==> src/rtl/tick_scheduler_if.sv <==
// rtl/tick_scheduler_if.sv - configuration command and event handout bundle for tick_scheduler
interface tick_scheduler_if #(
    parameter int CW = 16,
    parameter int IW = 2
);
    logic          cfg_valid;
    logic          cfg_ready;
    logic          cfg_cmd;
    logic [IW-1:0] cfg_ch;
    logic          cfg_periodic;
    logic [CW-1:0] cfg_period;
    logic          evt_valid;
    logic          evt_ready;
    logic [IW-1:0] evt_ch;

    modport master (
        output cfg_valid, cfg_cmd, cfg_ch, cfg_periodic, cfg_period, evt_ready,
        input  cfg_ready, evt_valid, evt_ch
    );

    modport slave (
        input  cfg_valid, cfg_cmd, cfg_ch, cfg_periodic, cfg_period, evt_ready,
        output cfg_ready, evt_valid, evt_ch
    );
endinterface

==> src/rtl/tick_scheduler.sv <==
// rtl/tick_scheduler.sv - multi-channel one-shot/periodic timer on a shared base tick
// Expired channels are queued as pending and handed out one at a time, round-robin.
module tick_scheduler #(
    parameter int N_CH = 4,
    parameter int CW   = 16,
    parameter int IW   = 2
) (
    input  logic            clock,
    input  logic            reset_n,
    input  logic            tick,
    tick_scheduler_if.slave bus,
    output logic [N_CH-1:0] active,
    output logic [N_CH-1:0] overrun
);
    logic [N_CH-1:0] active_q, active_d;
    logic [N_CH-1:0] periodic_q, periodic_d;
    logic [N_CH-1:0] pending_q, pending_d;
    logic [N_CH-1:0] overrun_q, overrun_d;
    logic [CW-1:0]   period_q [N_CH];
    logic [CW-1:0]   period_d [N_CH];
    logic [CW-1:0]   count_q  [N_CH];
    logic [CW-1:0]   count_d  [N_CH];
    logic            evt_valid_q, evt_valid_d;
    logic [IW-1:0]   evt_ch_q, evt_ch_d;
    logic [IW-1:0]   ptr_q, ptr_d;
    logic            cfg_ready_q, cfg_ready_d;

    logic            cfg_fire, hs, found;
    logic [N_CH-1:0] wr, handed, expire, cand;
    logic [IW-1:0]   pick, idx;
    logic [CW-1:0]   start_period;

    assign cfg_fire     = bus.cfg_valid & cfg_ready_q;
    assign hs           = evt_valid_q & bus.evt_ready;
    assign start_period = (bus.cfg_period == '0) ? CW'(1) : bus.cfg_period;

    always_comb begin
        wr     = '0;
        handed = '0;
        expire = '0;
        for (int i = 0; i < N_CH; i++) begin
            wr[i]     = cfg_fire && (bus.cfg_ch == IW'(i));
            handed[i] = hs && (evt_ch_q == IW'(i));
            expire[i] = tick && active_q[i] && !wr[i] && (count_q[i] == CW'(1));
        end
    end

    // Channel state: a config write to a channel masks that channel's tick.
    always_comb begin
        active_d   = active_q;
        periodic_d = periodic_q;
        pending_d  = pending_q;
        overrun_d  = overrun_q;
        period_d   = period_q;
        count_d    = count_q;
        for (int i = 0; i < N_CH; i++) begin
            if (wr[i]) begin
                pending_d[i] = 1'b0;
                if (bus.cfg_cmd) begin
                    active_d[i]   = 1'b1;
                    periodic_d[i] = bus.cfg_periodic;
                    period_d[i]   = start_period;
                    count_d[i]    = start_period;
                    overrun_d[i]  = 1'b0;
                end else begin
                    active_d[i] = 1'b0;
                end
            end else begin
                if (handed[i]) begin
                    pending_d[i] = 1'b0;
                end
                if (expire[i]) begin
                    pending_d[i] = 1'b1;
                    if (pending_q[i] && !handed[i]) begin
                        overrun_d[i] = 1'b1;
                    end
                    if (periodic_q[i]) begin
                        count_d[i] = period_q[i];
                    end else begin
                        active_d[i] = 1'b0;
                    end
                end else if (tick && active_q[i] && (count_q[i] > CW'(1))) begin
                    count_d[i] = count_q[i] - CW'(1);
                end
            end
        end
    end

    // Candidates come from registered pending, giving the two-cycle tick-to-event latency.
    always_comb begin
        cand  = pending_q & ~wr & ~(handed & ~expire);
        found = 1'b0;
        pick  = '0;
        idx   = '0;
        for (int k = 0; k < N_CH; k++) begin
            if ((int'(ptr_q) + k) >= N_CH) begin
                idx = IW'(int'(ptr_q) + k - N_CH);
            end else begin
                idx = IW'(int'(ptr_q) + k);
            end
            if (!found && cand[idx]) begin
                found = 1'b1;
                pick  = idx;
            end
        end
    end

    always_comb begin
        evt_valid_d = evt_valid_q;
        evt_ch_d    = evt_ch_q;
        ptr_d       = ptr_q;
        cfg_ready_d = 1'b1;
        if (!evt_valid_q || hs) begin
            evt_valid_d = found;
            if (found) begin
                evt_ch_d = pick;
                ptr_d    = (pick == IW'(N_CH - 1)) ? '0 : pick + IW'(1);
            end
        end
    end

    always_ff @(posedge clock or negedge reset_n) begin
        if (!reset_n) begin
            active_q    <= '0;
            periodic_q  <= '0;
            pending_q   <= '0;
            overrun_q   <= '0;
            for (int i = 0; i < N_CH; i++) begin
                period_q[i] <= '0;
                count_q[i]  <= '0;
            end
            evt_valid_q <= 1'b0;
            evt_ch_q    <= '0;
            ptr_q       <= '0;
            cfg_ready_q <= 1'b0;
        end else begin
            active_q    <= active_d;
            periodic_q  <= periodic_d;
            pending_q   <= pending_d;
            overrun_q   <= overrun_d;
            period_q    <= period_d;
            count_q     <= count_d;
            evt_valid_q <= evt_valid_d;
            evt_ch_q    <= evt_ch_d;
            ptr_q       <= ptr_d;
            cfg_ready_q <= cfg_ready_d;
        end
    end

    assign bus.cfg_ready = cfg_ready_q;
    assign bus.evt_valid = evt_valid_q;
    assign bus.evt_ch    = evt_ch_q;
    assign active        = active_q;
    assign overrun       = overrun_q;
endmodule

==> src/flat_wrapper.sv <==
// flat-port wrapper written by rule: the top's interface ports become plain ports
module tick_scheduler_flat 
#(
    parameter int N_CH = 4,
    parameter int CW   = 16,
    parameter int IW   = 2
)
  (clock, reset_n, tick, active, overrun, bus_cfg_valid, bus_cfg_cmd, bus_cfg_ch, bus_cfg_periodic, bus_cfg_period, bus_evt_ready, bus_cfg_ready, bus_evt_valid, bus_evt_ch);
  tick_scheduler_if #(.CW(CW), .IW(IW)) bus_i ();
  input  logic clock;
  input  logic reset_n;
  input  logic tick;
  output logic [N_CH-1:0] active;
  output logic [N_CH-1:0] overrun;
  input wire logic [$bits(bus_i.cfg_valid)-1:0] bus_cfg_valid;
  input wire logic [$bits(bus_i.cfg_cmd)-1:0] bus_cfg_cmd;
  input wire logic [$bits(bus_i.cfg_ch)-1:0] bus_cfg_ch;
  input wire logic [$bits(bus_i.cfg_periodic)-1:0] bus_cfg_periodic;
  input wire logic [$bits(bus_i.cfg_period)-1:0] bus_cfg_period;
  input wire logic [$bits(bus_i.evt_ready)-1:0] bus_evt_ready;
  output wire logic [$bits(bus_i.cfg_ready)-1:0] bus_cfg_ready;
  output wire logic [$bits(bus_i.evt_valid)-1:0] bus_evt_valid;
  output wire logic [$bits(bus_i.evt_ch)-1:0] bus_evt_ch;
  assign bus_i.cfg_valid = bus_cfg_valid;
  assign bus_i.cfg_cmd = bus_cfg_cmd;
  assign bus_i.cfg_ch = bus_cfg_ch;
  assign bus_i.cfg_periodic = bus_cfg_periodic;
  assign bus_i.cfg_period = bus_cfg_period;
  assign bus_i.evt_ready = bus_evt_ready;
  assign bus_cfg_ready = bus_i.cfg_ready;
  assign bus_evt_valid = bus_i.evt_valid;
  assign bus_evt_ch = bus_i.evt_ch;
  tick_scheduler #(.N_CH(N_CH), .CW(CW), .IW(IW)) u_core (.clock(clock), .reset_n(reset_n), .tick(tick), .bus(bus_i), .active(active), .overrun(overrun));
endmodule
==> config.mk <==
export PLATFORM = sky130hd
export DESIGN_NAME = tick_scheduler_flat
export DESIGN_NICKNAME = d
export VERILOG_FILES = /design/src/rtl/tick_scheduler_if.sv /design/src/rtl/tick_scheduler.sv /design/src/flat_wrapper.sv
export SDC_FILE = /design/constraint.sdc
export NUM_CORES = 1
export LEC_CHECK = 0
export CORE_AREA = 5 5 189 191
export CTS_CLUSTER_DIAMETER = 200
export DETAILED_ROUTE_END_ITERATION = 10
export DIE_AREA = 0 0 194 196
export PLACE_DENSITY_LB_ADDON = 0.25
export SYNTH_ARGS = -nofsm -noshare
export SYNTH_HDL_FRONTEND = slang
export SYNTH_SLANG_ARGS = --single-unit
==> constraint.sdc <==
create_clock -name clock -period 3.7 [get_ports clock]
set_input_delay 0.37 -clock clock [delete_from_list [all_inputs] [get_ports clock]]
set_output_delay 0.37 -clock clock [all_outputs]
set_load 0.02 [all_outputs]
==> Word-level counts from Yosys, hierarchy flattened <==
Cells that the tools add are included.
{ "word_totals": {"ff_bits": 150, "inputBits": 25, "mem_bits_ro": 0, "mem_bits_rw": 0, "latch_bits": 0, "mem_count": 0, "word_cells": 240} }
{ "op_classes": {"add_sub_neg": 12, "n_shift": 0, "n_lt_le_gt_ge": 12, "multipliers": 0, "n_reduce_logical": 80, "div_mod_pow": 0, "n_bitwise": 8, "muxes": 77, "n_eq_ne": 23} }
{ "op_table": {"columns": ["op", "count"], "rows": [
  ["$mux W16", 18],
  ["$eq A16 B1 Y1 const B", 4],
  ["$gt A16 B1 Y1 const B", 4],
  ["$sub A16 B1 Y16 const B", 4],
  ["$mux W1", 46],
  ["$logic_and A1 B1 Y1", 31],
  ["$reduce_and A3 Y1", 8],
  ["$reduce_bool A3 Y1", 8],
  ["$mux W2", 9],
  ["$reduce_and A2 Y1", 9],
  ["$logic_not A16 Y1", 1],
  ["$ne A2 B2 Y1 const B", 8],
  ["$reduce_bool A2 Y1", 8],
  ["$and A4 B4 Y4", 3],
  ["$logic_not A1 Y1", 12],
  ["$lt A2 B3 Y1 const B", 4],
  ["$ne A3 B1 Y1 const B", 4],
  ["$not A4 Y4", 3],
  ["$eq A2 B2 Y1 const B", 5],
  ["$ge A3 B3 Y1 const B", 3],
  ["$bmux W1 S2", 4],
  ["$sub A2 B1 Y2 const B", 4],
  ["$add A2 B2 Y3 const B", 2],
  ["$eq A2 B1 Y1 const B", 2],
  ["other kinds (6)", 8]
]} }

==> Logic depth before layout (Yosys ltp) <==
Gate-level depths: netlist of the first run.
{ "depth": {"word_depth": 23, "depth_mapped": 10} }

==> Least setup slack after synthesis of the first run <==
No wires, ideal clock.
{ "synth_timing": {"path_kind": "reg-to-reg", "from": "register u_core.count_q[29] (netlist name)", "to": "register u_core.count_q[18] (netlist name)", "setup_slack_ns": 1.175, "setup_ns": 0.137, "required_ns": 3.563, "arrival_time_ns": 2.388, "stages_incl_launch_ff": 10, "cell_sequence": "dfrtp_1 > or4_4 > or3_4 > or4_1 > buf_2 > clkbuf_1 > nor2_1 > a211oi_1 > a21oi_1 > a21oi_1"} }
{ "synth_via": {"elab_chain_len": 4} }
{ "synth_rtl": {"columns": ["item", "line", "rtl"], "rows": [
  ["start: declaration", "tick_scheduler.sv:21", "logic [CW-1:0] count_q [N_CH];"],
  ["start signal: assignment", "tick_scheduler.sv:142", "count_q <= count_d;"],
  ["$gt A16 B1 Y1 / $eq A16 B1 Y1 (equally long branches)", "tick_scheduler.sv:82, tick_scheduler.sv:44", null],
  ["$logic_and A1 B1 Y1 (on tied branches)", "tick_scheduler.sv:82, tick_scheduler.sv:44", null],
  ["$reduce_bool A3 Y1 (no line), or another cell as far along", null, null],
  ["$reduce_and A3 Y1 (no line) / $mux W16 (equally long branches)", null, null]
]} }
Several ways; a longest one is shown, not always the timed one.
A chain may end at the register's enable or synchronous reset.

==> Worst setup path after layout of the first run <==
{ "layout_timing": {"from": "register u_core.count_q[29] (netlist name)", "to": "register u_core.count_q[17] (netlist name)"} }
The elaborated chain is that of the path after synthesis.

==> results of run 1 <==
[Yosys cell counts (4+ instances only)]
cell,number
o211ai_1,22
nand3_1,12
clkbuf_1,51
mux2_2,75
inv_1,18
dfrtp_1,150
o21ai_0,37
a21oi_1,66
o311ai_0,4
a31oi_1,11
nand2_1,101
ha_1,8
or4_1,8
o21a_1,5
buf_2,7
or3_1,9
xnor2_1,26
a211oi_1,29
nand4b_1,5
nor3_1,15
a21o_1,8
or2_2,5
nand4_1,10
nor4_1,17
xor2_1,24
mux2i_1,5
o21ai_1,5
nor2_1,87
[sequential cells by signal, summed over array words and instances, names as in the netlist, 2 cells and up]
register,cells
u_core.pending_q,4
u_core.ptr_q,2
u_core.periodic_q,4
u_core.count_q,64
u_core.bus.evt_ch,2
u_core.active,4
u_core.overrun,4
u_core.period_q,64
[layer usage]
layer / global-route usage [%] / share of wire (%) / vias up
met5: 0 / 0 / -
met4: 4.06 / 2.1 / 0
met3: 2.10 / 3.5 / 29
met2: 20.0 / 45 / 142
met1: 19.0 / 50 / 3342
li1: - / - / 3252
[cells by family (layout without fill, tap and decap cells)]
logic type / count (synthesis) / count (layout) / synth area share (%)
other: 1 / 1 / 0.0450
XOR/XNOR: 50 / 50 / 5.26
AND/OR/NAND/NOR: 297 / 297 / 17.6
buffers and inverters: 81 / 131 / 3.80
multiplexers: 80 / 80 / 10.7
adder cells (fa/ha/maj): 8 / 8 / 1.20
flip-flops: 150 / 150 / 45.1
AO/OA/AOI/OAI: 214 / 214 / 16.3
[report_power, final]
part / switching, uW / total (uW) / internal [uW] / leakage, uW
Sequential: 566 / 2730 / 2170 / 0.00180
Combinational: 1000 / 2040 / 1040 / 0.00191
Clock: 746 / 1950 / 1200 / 0.000310
Total: 2310 / 6720 / 4410 / 0.00402
[worst min-delay path by stage]
stage,start,end,depth (start not counted)
after detailed placement,u_core.period_q[48],u_core.period_q[48],1
after CTS,reset_n,u_core.period_q[23],1
final,reset_n,u_core.period_q[23],1
after global placement,u_core.overrun[3],u_core.overrun[3],2
after floorplan,reset_n,u_core.active[0],0
after global routing,reset_n,u_core.count_q[23],1
[critical path, stage by stage, from the launching register on]
cell     delay, ns
dfrtp_1       0.41
or4_4         0.57
or3_4         0.37
or4_1         0.85
buf_4         0.34
nand2_1       0.08
o21ai_0       0.07
a21oi_1       0.17
mux2_2        0.16
[cell type report]
type / instances / area (um^2)
Inverter: 18 / 67.6
Clock inverter: 15 / 226
Fill cell: 3582 / 23900
Tap cell: 455 / 569
Multi-Input combinational cell: 650 / 4270
Clock buffer: 17 / 425
Timing Repair Buffer: 81 / 724
Sequential cell: 150 / 3750
[per-stage QoR]
stage	setup WS, ns	cell area, um^2
floorplan	1.17	8330
global placement	0.628	9390
detailed placement	0.558	9390
CTS	0.617	10000
global route	0.464	10000
finish	0.619	10000
==> run metrics, run 1 <==
Setup crit start=u_core.count_q[29]; io pins=37; post-cts sizing count=0; RSZ-0062 raised after global routing=no; total gr overflow=0; total placed cells including tap cells=1354; Synth Flop Type=dfrtp_1; CTS tree=yes; Mapped Nets=914; Synth top area share=45.1%; Die Span Y=196 um; row cnt=68; CP Data Required Time=4.06 ns; DRC=0; synth top area cells=dfrtp_1, mux2_2, nand2_1; post-route ant nets=0; Data arrival, critical path=3.45 ns; Worst Setup EP=u_core.count_q[17]; DP HPWL=16500 um; Yosys reg bits=150; hold_ws=0.00406 ns; Synth Warn #=0; first-pass GRT wire length=39400 um; Worst-path clk slew=0.07 ns; PnR Total Power=6720 uW; H-tree depth=4; TritonRoute pass-1 iters=5; crit path launch type=flip-flop; Setup Skew=0.00701 ns; Layout area overhead=20.6%; vias in the first global route=6608; RR Endpoint=u_core.count_q[17]; asr flop ratio synth=100%; Worst Max-Slew Pin Slew=0.837 ns; drt initial violations=439; CTS root buf=clkbuf_16; kind of critical path=reg2reg; MaxCap Viol Count=0; n_diodes=0; Num CTS Buffers=17; Rel. slew slack=44.2%; register-to-register setup slack=0.62 ns; Layout Nets=951; deepest clock path buffer count=2; Critical Path Sink Type=flip-flop; GR Util All Layers=13.1%; synthesized area per cell=9.45 um^2; core box area=0.0339 mm^2; utilization after layout=29.6%; sequential share of the synthesized area=45.1%; Initial Utilization=24.5%; Max Freq=325 MHz; TritonCTS Sinks=150; Pwr per Cell Area=670 mW/mm^2; Cell variety after synth=63; Die Wd=194 um; die area=0.0380 mm^2; share of cells above drive strength 1=18.3%; EDFF count, synth=0; fin crit share=83.3%; worst-skew pair later-pin latency=0.43 ns; wire per inst=17.7 um; Total Neg Setup Slack=0 ns; Final Non-Filler Cells=1386; Post-CTS Hold Fix Bufs=0; synthesized cell area=0.00833 mm^2; Final Hold Vio Count=0; most common cell after layout, fill and taps aside=dfrtp_1; I/O Buffers=36; post-synthesis cell count=881; peak supply drop=0.343 mV; Reg2Reg Launch Point=u_core.count_q[29]; peak fanout along the critical path=22; worst r2r path cells=8; final setup vio count=0; Post-CTS Setup Inserts=0; initial antenna violation count=0; DR vias/cell=4.88; largest net degree at the start of global routing=84; result of the run=completed; Slew Viols, Final=0; most frequent cells in the layout=dfrtp_1, nand2_1, nor2_1, mux2_2, a21oi_1; WL final=24500 um; gpl congestion=0.778; post-synth top area cell=dfrtp_1; worst hold path class=in2async; vias post-DR=6765; P_leak=0.00402 uW; Final min period=3.08 ns
Power figures use the tool's default switching activity.
==> run 2: changes to the inputs <==
==> constraint.sdc (replaced) <==
create_clock -name clock -period 3.15 [get_ports clock]
set_input_delay 0.315 -clock clock [delete_from_list [all_inputs] [get_ports clock]]
set_output_delay 0.315 -clock clock [all_outputs]
set_load 0.02 [all_outputs]
==> run metrics, run 2 (synthesized netlist as in run 1, its figures left out) <==
most crowded layer after global routing=met2; peak fanout along the critical path=6 (-73%); initial antenna violation count=0 (unchanged); worst-skew pair later-pin latency=0.44 ns (about the same); kind of critical path=reg2reg; MaxCap Viol Count=0 (unchanged); CP Data Required Time=3.47 ns (-0.59 ns); die area=0.0380 mm^2 (unchanged); most common cell after layout, fill and taps aside=dfrtp_1; row cnt=68 (unchanged); WP buf/inv=0 (-1); drt initial violations=487 (+11%); share of cells above drive strength 1=18.7% (+0.42 points); met1 Track Usage GR=18.1% (-0.89 points); DRC=0 (unchanged); fin crit share=90.5% (+7.2 points); CTS root buf=clkbuf_16; vias post-DR=6691 (-1.1%); vias in the first global route=6601 (-0.11%); Die Span Y=196 um (unchanged); first-pass GRT wire length=38900 um (-1.4%); peak supply drop=0.402 mV (+17%); Final min period=2.85 ns (-0.231 ns); Data arrival, critical path=3.17 ns (-0.28 ns); grt met2 use=20.7% (+0.66 points); Worst-path clk slew=0.07 ns (about the same); max incr delay on CP=0.58 ns (-0.27 ns); DP HPWL=16600 um (+0.41%); gpl congestion=0.799 (+2.7%); RSZ-0062 raised after global routing=no; deepest clock path buffer count=2 (unchanged); Slowest cell on crit path=or4_1; Worst Max-Slew Pin Slew=1.13 ns (+0.288 ns); hold_ws=0.377 ns (+0.373 ns); utilization after layout=29.6% (about the same); Layout Nets=957 (+0.63%); Final Hold Vio Count=0 (unchanged); DR vias/cell=4.81 (-1.5%); P_leak=0.00402 uW (about the same); TritonCTS Sinks=150 (unchanged); Total Neg Setup Slack=0 ns (unchanged); H-tree depth=4 (unchanged); largest net degree at the start of global routing=55 (-35%); core box area=0.0339 mm^2 (unchanged); WL final=24500 um (about the same); I/O Buffers=36 (unchanged); total gr overflow=0 (unchanged); placement-stage worst setup slack=0.191 ns (-0.368 ns); Die Wd=194 um (unchanged); CTS tree=yes; Pwr per Cell Area=778 mW/mm^2 (+16%); met3 GRT Util=2.47% (+0.38 points); crit path launch type=flip-flop; post-route ant nets=0 (unchanged); worst setup margin=0.300 ns (-0.319 ns); wire per inst=17.6 um (-0.37%); Setup Skew=0.0177 ns (+0.0107 ns); Num CTS Buffers=17 (unchanged); Slew Viols, Final=0 (unchanged); Top Registers=u_core.count_q: 64 flops, u_core.period_q: 64 flops; GR Util All Layers=12.9% (-0.16 points); Critical Path Sink Type=flip-flop; Layout area overhead=20.6% (about the same); family with the most delay on the worst path=simple AND/OR/NAND/NOR gates; Rel. slew slack=25.0% (-19 points); n_diodes=0 (unchanged); Max Freq=351 MHz (+8.1%); worst hold path class=in2async; result of the run=completed; final setup vio count=0 (unchanged); Initial Utilization=24.5% (unchanged); io pins=37 (unchanged); TritonRoute pass-1 iters=4 (-1); Fillers=3538 (-1.2%); crit-path cells=or4_1 -> or3_1 -> nor4_4 -> nor2_1 -> a41oi_1 -> nand2_1 -> o21a_1; most frequent cells in the layout=dfrtp_1, nand2_1, nor2_1, mux2_2, a21oi_1
## run 2: worst paths after layout
path | start | end | slack, ns | cells past startpoint
setup / recovery | u_core.count_q[44] | u_core.ptr_q[0] | 0.30 | 7
hold / removal | reset_n | u_core.period_q[21] | 0.38 | 2
setup reg to reg | u_core.count_q[44] | u_core.ptr_q[0] | 0.30 | 7
hold reg to reg | u_core.period_q[0] | u_core.period_q[0] | 0.49 | 2
max in group asynchronous | reset_n | u_core.period_q[35] | 1.98 | 3
min in group clock | u_core.period_q[0] | u_core.period_q[0] | 0.49 | 2
## run 2: layout make-up
cell class | count | area [um^2] | share of cell area (%)
flip-flops and latches | 150 | 3750 | 37.4
clock inverters | 15 | 193 | 1.92
inverters | 18 | 67.6 | 0.673
multi-input cells | 650 | 4270 | 42.5
clock buffers | 17 | 425 | 4.24
well taps | 455 | 569 | 5.67
repair buffers | 87 | 759 | 7.57
## run 2: stage by stage
step / power, uW / std cells / instance area, um^2
6_report: 7810 / 1392 / 10000
5_1_grt: 8360 / 1392 / 10000
4_1_cts: 7870 / 1392 / 10000
3_5_place_dp: 5650 / 1359 / 9410
3_3_place_gp: 5610 / 1359 / 9410
2_1_floorplan: 4900 / 881 / 8330
## run 2: per-layer routing
| layer | wire length, um | vias to the layer above |
|---|---|---|
| li1 | - | 3258 |
| met1 | 12100 | 3323 |
| met2 | 11200 | 92 |
| met3 | 832 | 18 |
| met4 | 331 | 0 |
| met5 | 0 | - |
## run 2: report_power, final
group	internal, uW	switching (uW)
clock network	1270	926
logic	1240	1170
registers	2540	667
## run 2: what timing repair did
| action | in CTS | in global routing |
|---|---|---|
| buffers inserted | 0 | 0 |
| hold endpoints to repair | 44 | 0 |
| gates resized for setup | 0 | 0 |
| hold buffers | 1 | 0 |
==> run 3: changes to the inputs <==
--- a/config.mk
+++ b/config.mk
@@ -9,6 +9,7 @@
 export CTS_CLUSTER_DIAMETER = 200
 export DETAILED_ROUTE_END_ITERATION = 10
 export DIE_AREA = 0 0 194 196
+export GPL_TIMING_DRIVEN = 0
 export PLACE_DENSITY_LB_ADDON = 0.25
 export SYNTH_ARGS = -nofsm -noshare
 export SYNTH_HDL_FRONTEND = slang
==> run metrics, run 3 (synthesized netlist as in run 1, its figures left out) <==
RR Endpoint=u_core.count_q[24]; DP HPWL=17300 um (+4.3%); worst r2r path cells=9 (+2); row cnt=68 (unchanged); die area=0.0380 mm^2 (unchanged); CTS root buf=clkbuf_16; P_leak=0.00384 uW (-4.7%); peak fanout along the critical path=10 (+4); Num CTS Buffers=17 (unchanged); total gr overflow=0 (unchanged); largest net degree at the start of global routing=85 (+55%); Layout area overhead=17.6%; deepest clock path buffer count=2 (unchanged); drt initial violations=443 (-9.0%); final setup vio count=0 (unchanged); share of cells above drive strength 1=14.8% (-3.9 points); DRC=0 (unchanged); Post-CTS Setup Inserts=0 (unchanged); Initial Utilization=24.5% (unchanged); most frequent cells in the layout=dfrtp_1, nand2_1, nor2_1, mux2_2, a21oi_1; worst hold path class=in2reg; peak supply drop=0.413 mV (+2.7%); WL final=25900 um (+5.6%); register-to-register setup slack=0.30 ns (about the same); Final Hold Vio Count=0 (unchanged); TritonRoute pass-1 iters=5 (+1); Worst Max-Slew Pin Slew=1.08 ns (-0.0411 ns); GR Util All Layers=13.7% (+0.74 points); Data arrival, critical path=3.15 ns (-0.02 ns); Hold Path Cell Cnt=3; kind of critical path=reg2reg; Die Wd=194 um (unchanged); switch share=35.7% (+0.26 points); H-tree depth=4 (unchanged); MaxCap Viol Count=0 (unchanged); Rel. slew slack=26.7% (+1.8 points); post-route ant nets=0 (unchanged); Layout Nets=955 (-0.21%); total placed cells including tap cells=1357 (-0.15%); CTS tree=yes; placement-stage worst setup slack=-0.165 ns (-0.356 ns); Final Non-Filler Cells=1391 (-0.072%); worst-skew pair later-pin latency=0.43 ns (about the same); Hold Path Sink=u_core.count_q[57]; crit path launch type=flip-flop; core box area=0.0339 mm^2 (unchanged); Internal=5020 uW (-0.58%); wire per inst=18.6 um (+5.7%); vias in the first global route=6909 (+4.7%); io pins=37 (unchanged); sequential share of power=41.3% (+0.2 points); CP Data Required Time=3.45 ns (-0.02 ns); initial antenna violation count=0 (unchanged); DR vias/cell=4.97 (+3.4%); gpl congestion=0.798 (-0.10%); vias post-DR=6914 (+3.3%); combinational cell fraction of total power=30.5% (-0.3 points); Critical Path Sink Type=flip-flop; PnR Total Power=7800 uW (-0.18%); Final min period=2.85 ns (+0.00454 ns); TritonCTS Sinks=150 (unchanged); Pwr per Cell Area=796 mW/mm^2 (+2.3%); first-pass GRT wire length=41100 um (+5.9%); fin crit share=90.6% (+0.14 points); Setup Skew=0.0131 ns (-0.00459 ns); hold_sp=bus_cfg_period[9]; RSZ-0062 raised after global routing=no; hold_ws=0.376 ns (-0.00104 ns); Max Freq=350 MHz (-0.16%); most common cell after layout, fill and taps aside=dfrtp_1; worst setup margin=0.296 ns (-0.00454 ns); Reg2Reg Launch Point=u_core.count_q[29]; Top Registers=u_core.count_q: 64 flops, u_core.period_q: 64 flops; Slew Viols, Final=0 (unchanged); Worst-path clk slew=0.07 ns (about the same); Clk pwr share=28.2% (about the same); I/O Buffers=20 (-44%); result of the run=completed; Die Span Y=196 um (unchanged); Net Sw Power=2780 uW (+0.54%)
-- run 3: repair_timing --
item	CTS	global route
hold buffers	1	0
setup endpoints to repair	5	33
endpoints found under the hold margin	66	0
resized for setup	1	4
gates cloned	0	0
pin swaps	0	0
-- run 3: worst max-delay path by stage --
stage	startpoint	end	slack, ns	cells after the start
after floorplan	u_core.count_q[29]	u_core.count_q[18]	0.62	9
after global placement	reset_n	u_core.count_q[50]	-4.93	1
after detailed placement	bus_cfg_ch[1]	u_core.count_q[38]	-0.17	7
after CTS	u_core.count_q[4]	u_core.ptr_q[0]	0.02	7
after global routing	u_core.count_q[18]	u_core.count_q[24]	0.04	9
final	u_core.count_q[29]	u_core.count_q[24]	0.30	9
-- run 3: routing by layer --
layer  wire length [um]  GRT usage, %  vias up
li1                   -             -     3267
met1              12700          19.1     3481
met2              12000          22.0      135
met3                671          2.23       31
met4                514          3.93        0
met5                  0             0        -
-- run 3: worst max-delay path: stages, from the launching register on --
cell and delay [ns]:
dfrtp_1 0.40, or4_4 0.56, or3_4 0.37, or4_1 0.46
buf_2 0.17, clkbuf_1 0.28, nor2_1 0.19, a211oi_1 0.07
a21oi_1 0.14, a21oi_1 0.08
-- run 3: layout make-up --
cell class	instances	area (um^2)
Antenna cell	1	2.50
Sequential cell	150	3750
Buffer	63	250
Tap cell	455	569
Multi-Input combinational cell	650	4280
Clock inverter	13	170
Timing Repair Buffer	22	243
Inverter	18	67.6
Clock buffer	19	453
Fill cell	3584	24200
-- run 3: power groups by stage --
stage | Combinational (uW) | Sequential (uW) | Clock (uW)
after floorplan | 1840 | 3060 | 0
after global placement | 2330 | 3220 | 0
after detailed placement | 2370 | 3210 | 0
after CTS | 2380 | 3190 | 2240
after global routing | 2710 | 3320 | 2320
final | 2380 | 3220 | 2200
-- run 3: stage by stage --
stage | instance area [um^2] | setup TNS [ns] | utilization, %
after CTS | 9770 | 0 | 28.8
after detailed placement | 9130 | -1.50 | 26.9
after global placement | 9090 | -739.93 | 26.8
after global routing | 9790 | 0 | 28.8
after floorplan | 8330 | 0 | -
final | 9790 | 0 | 28.8
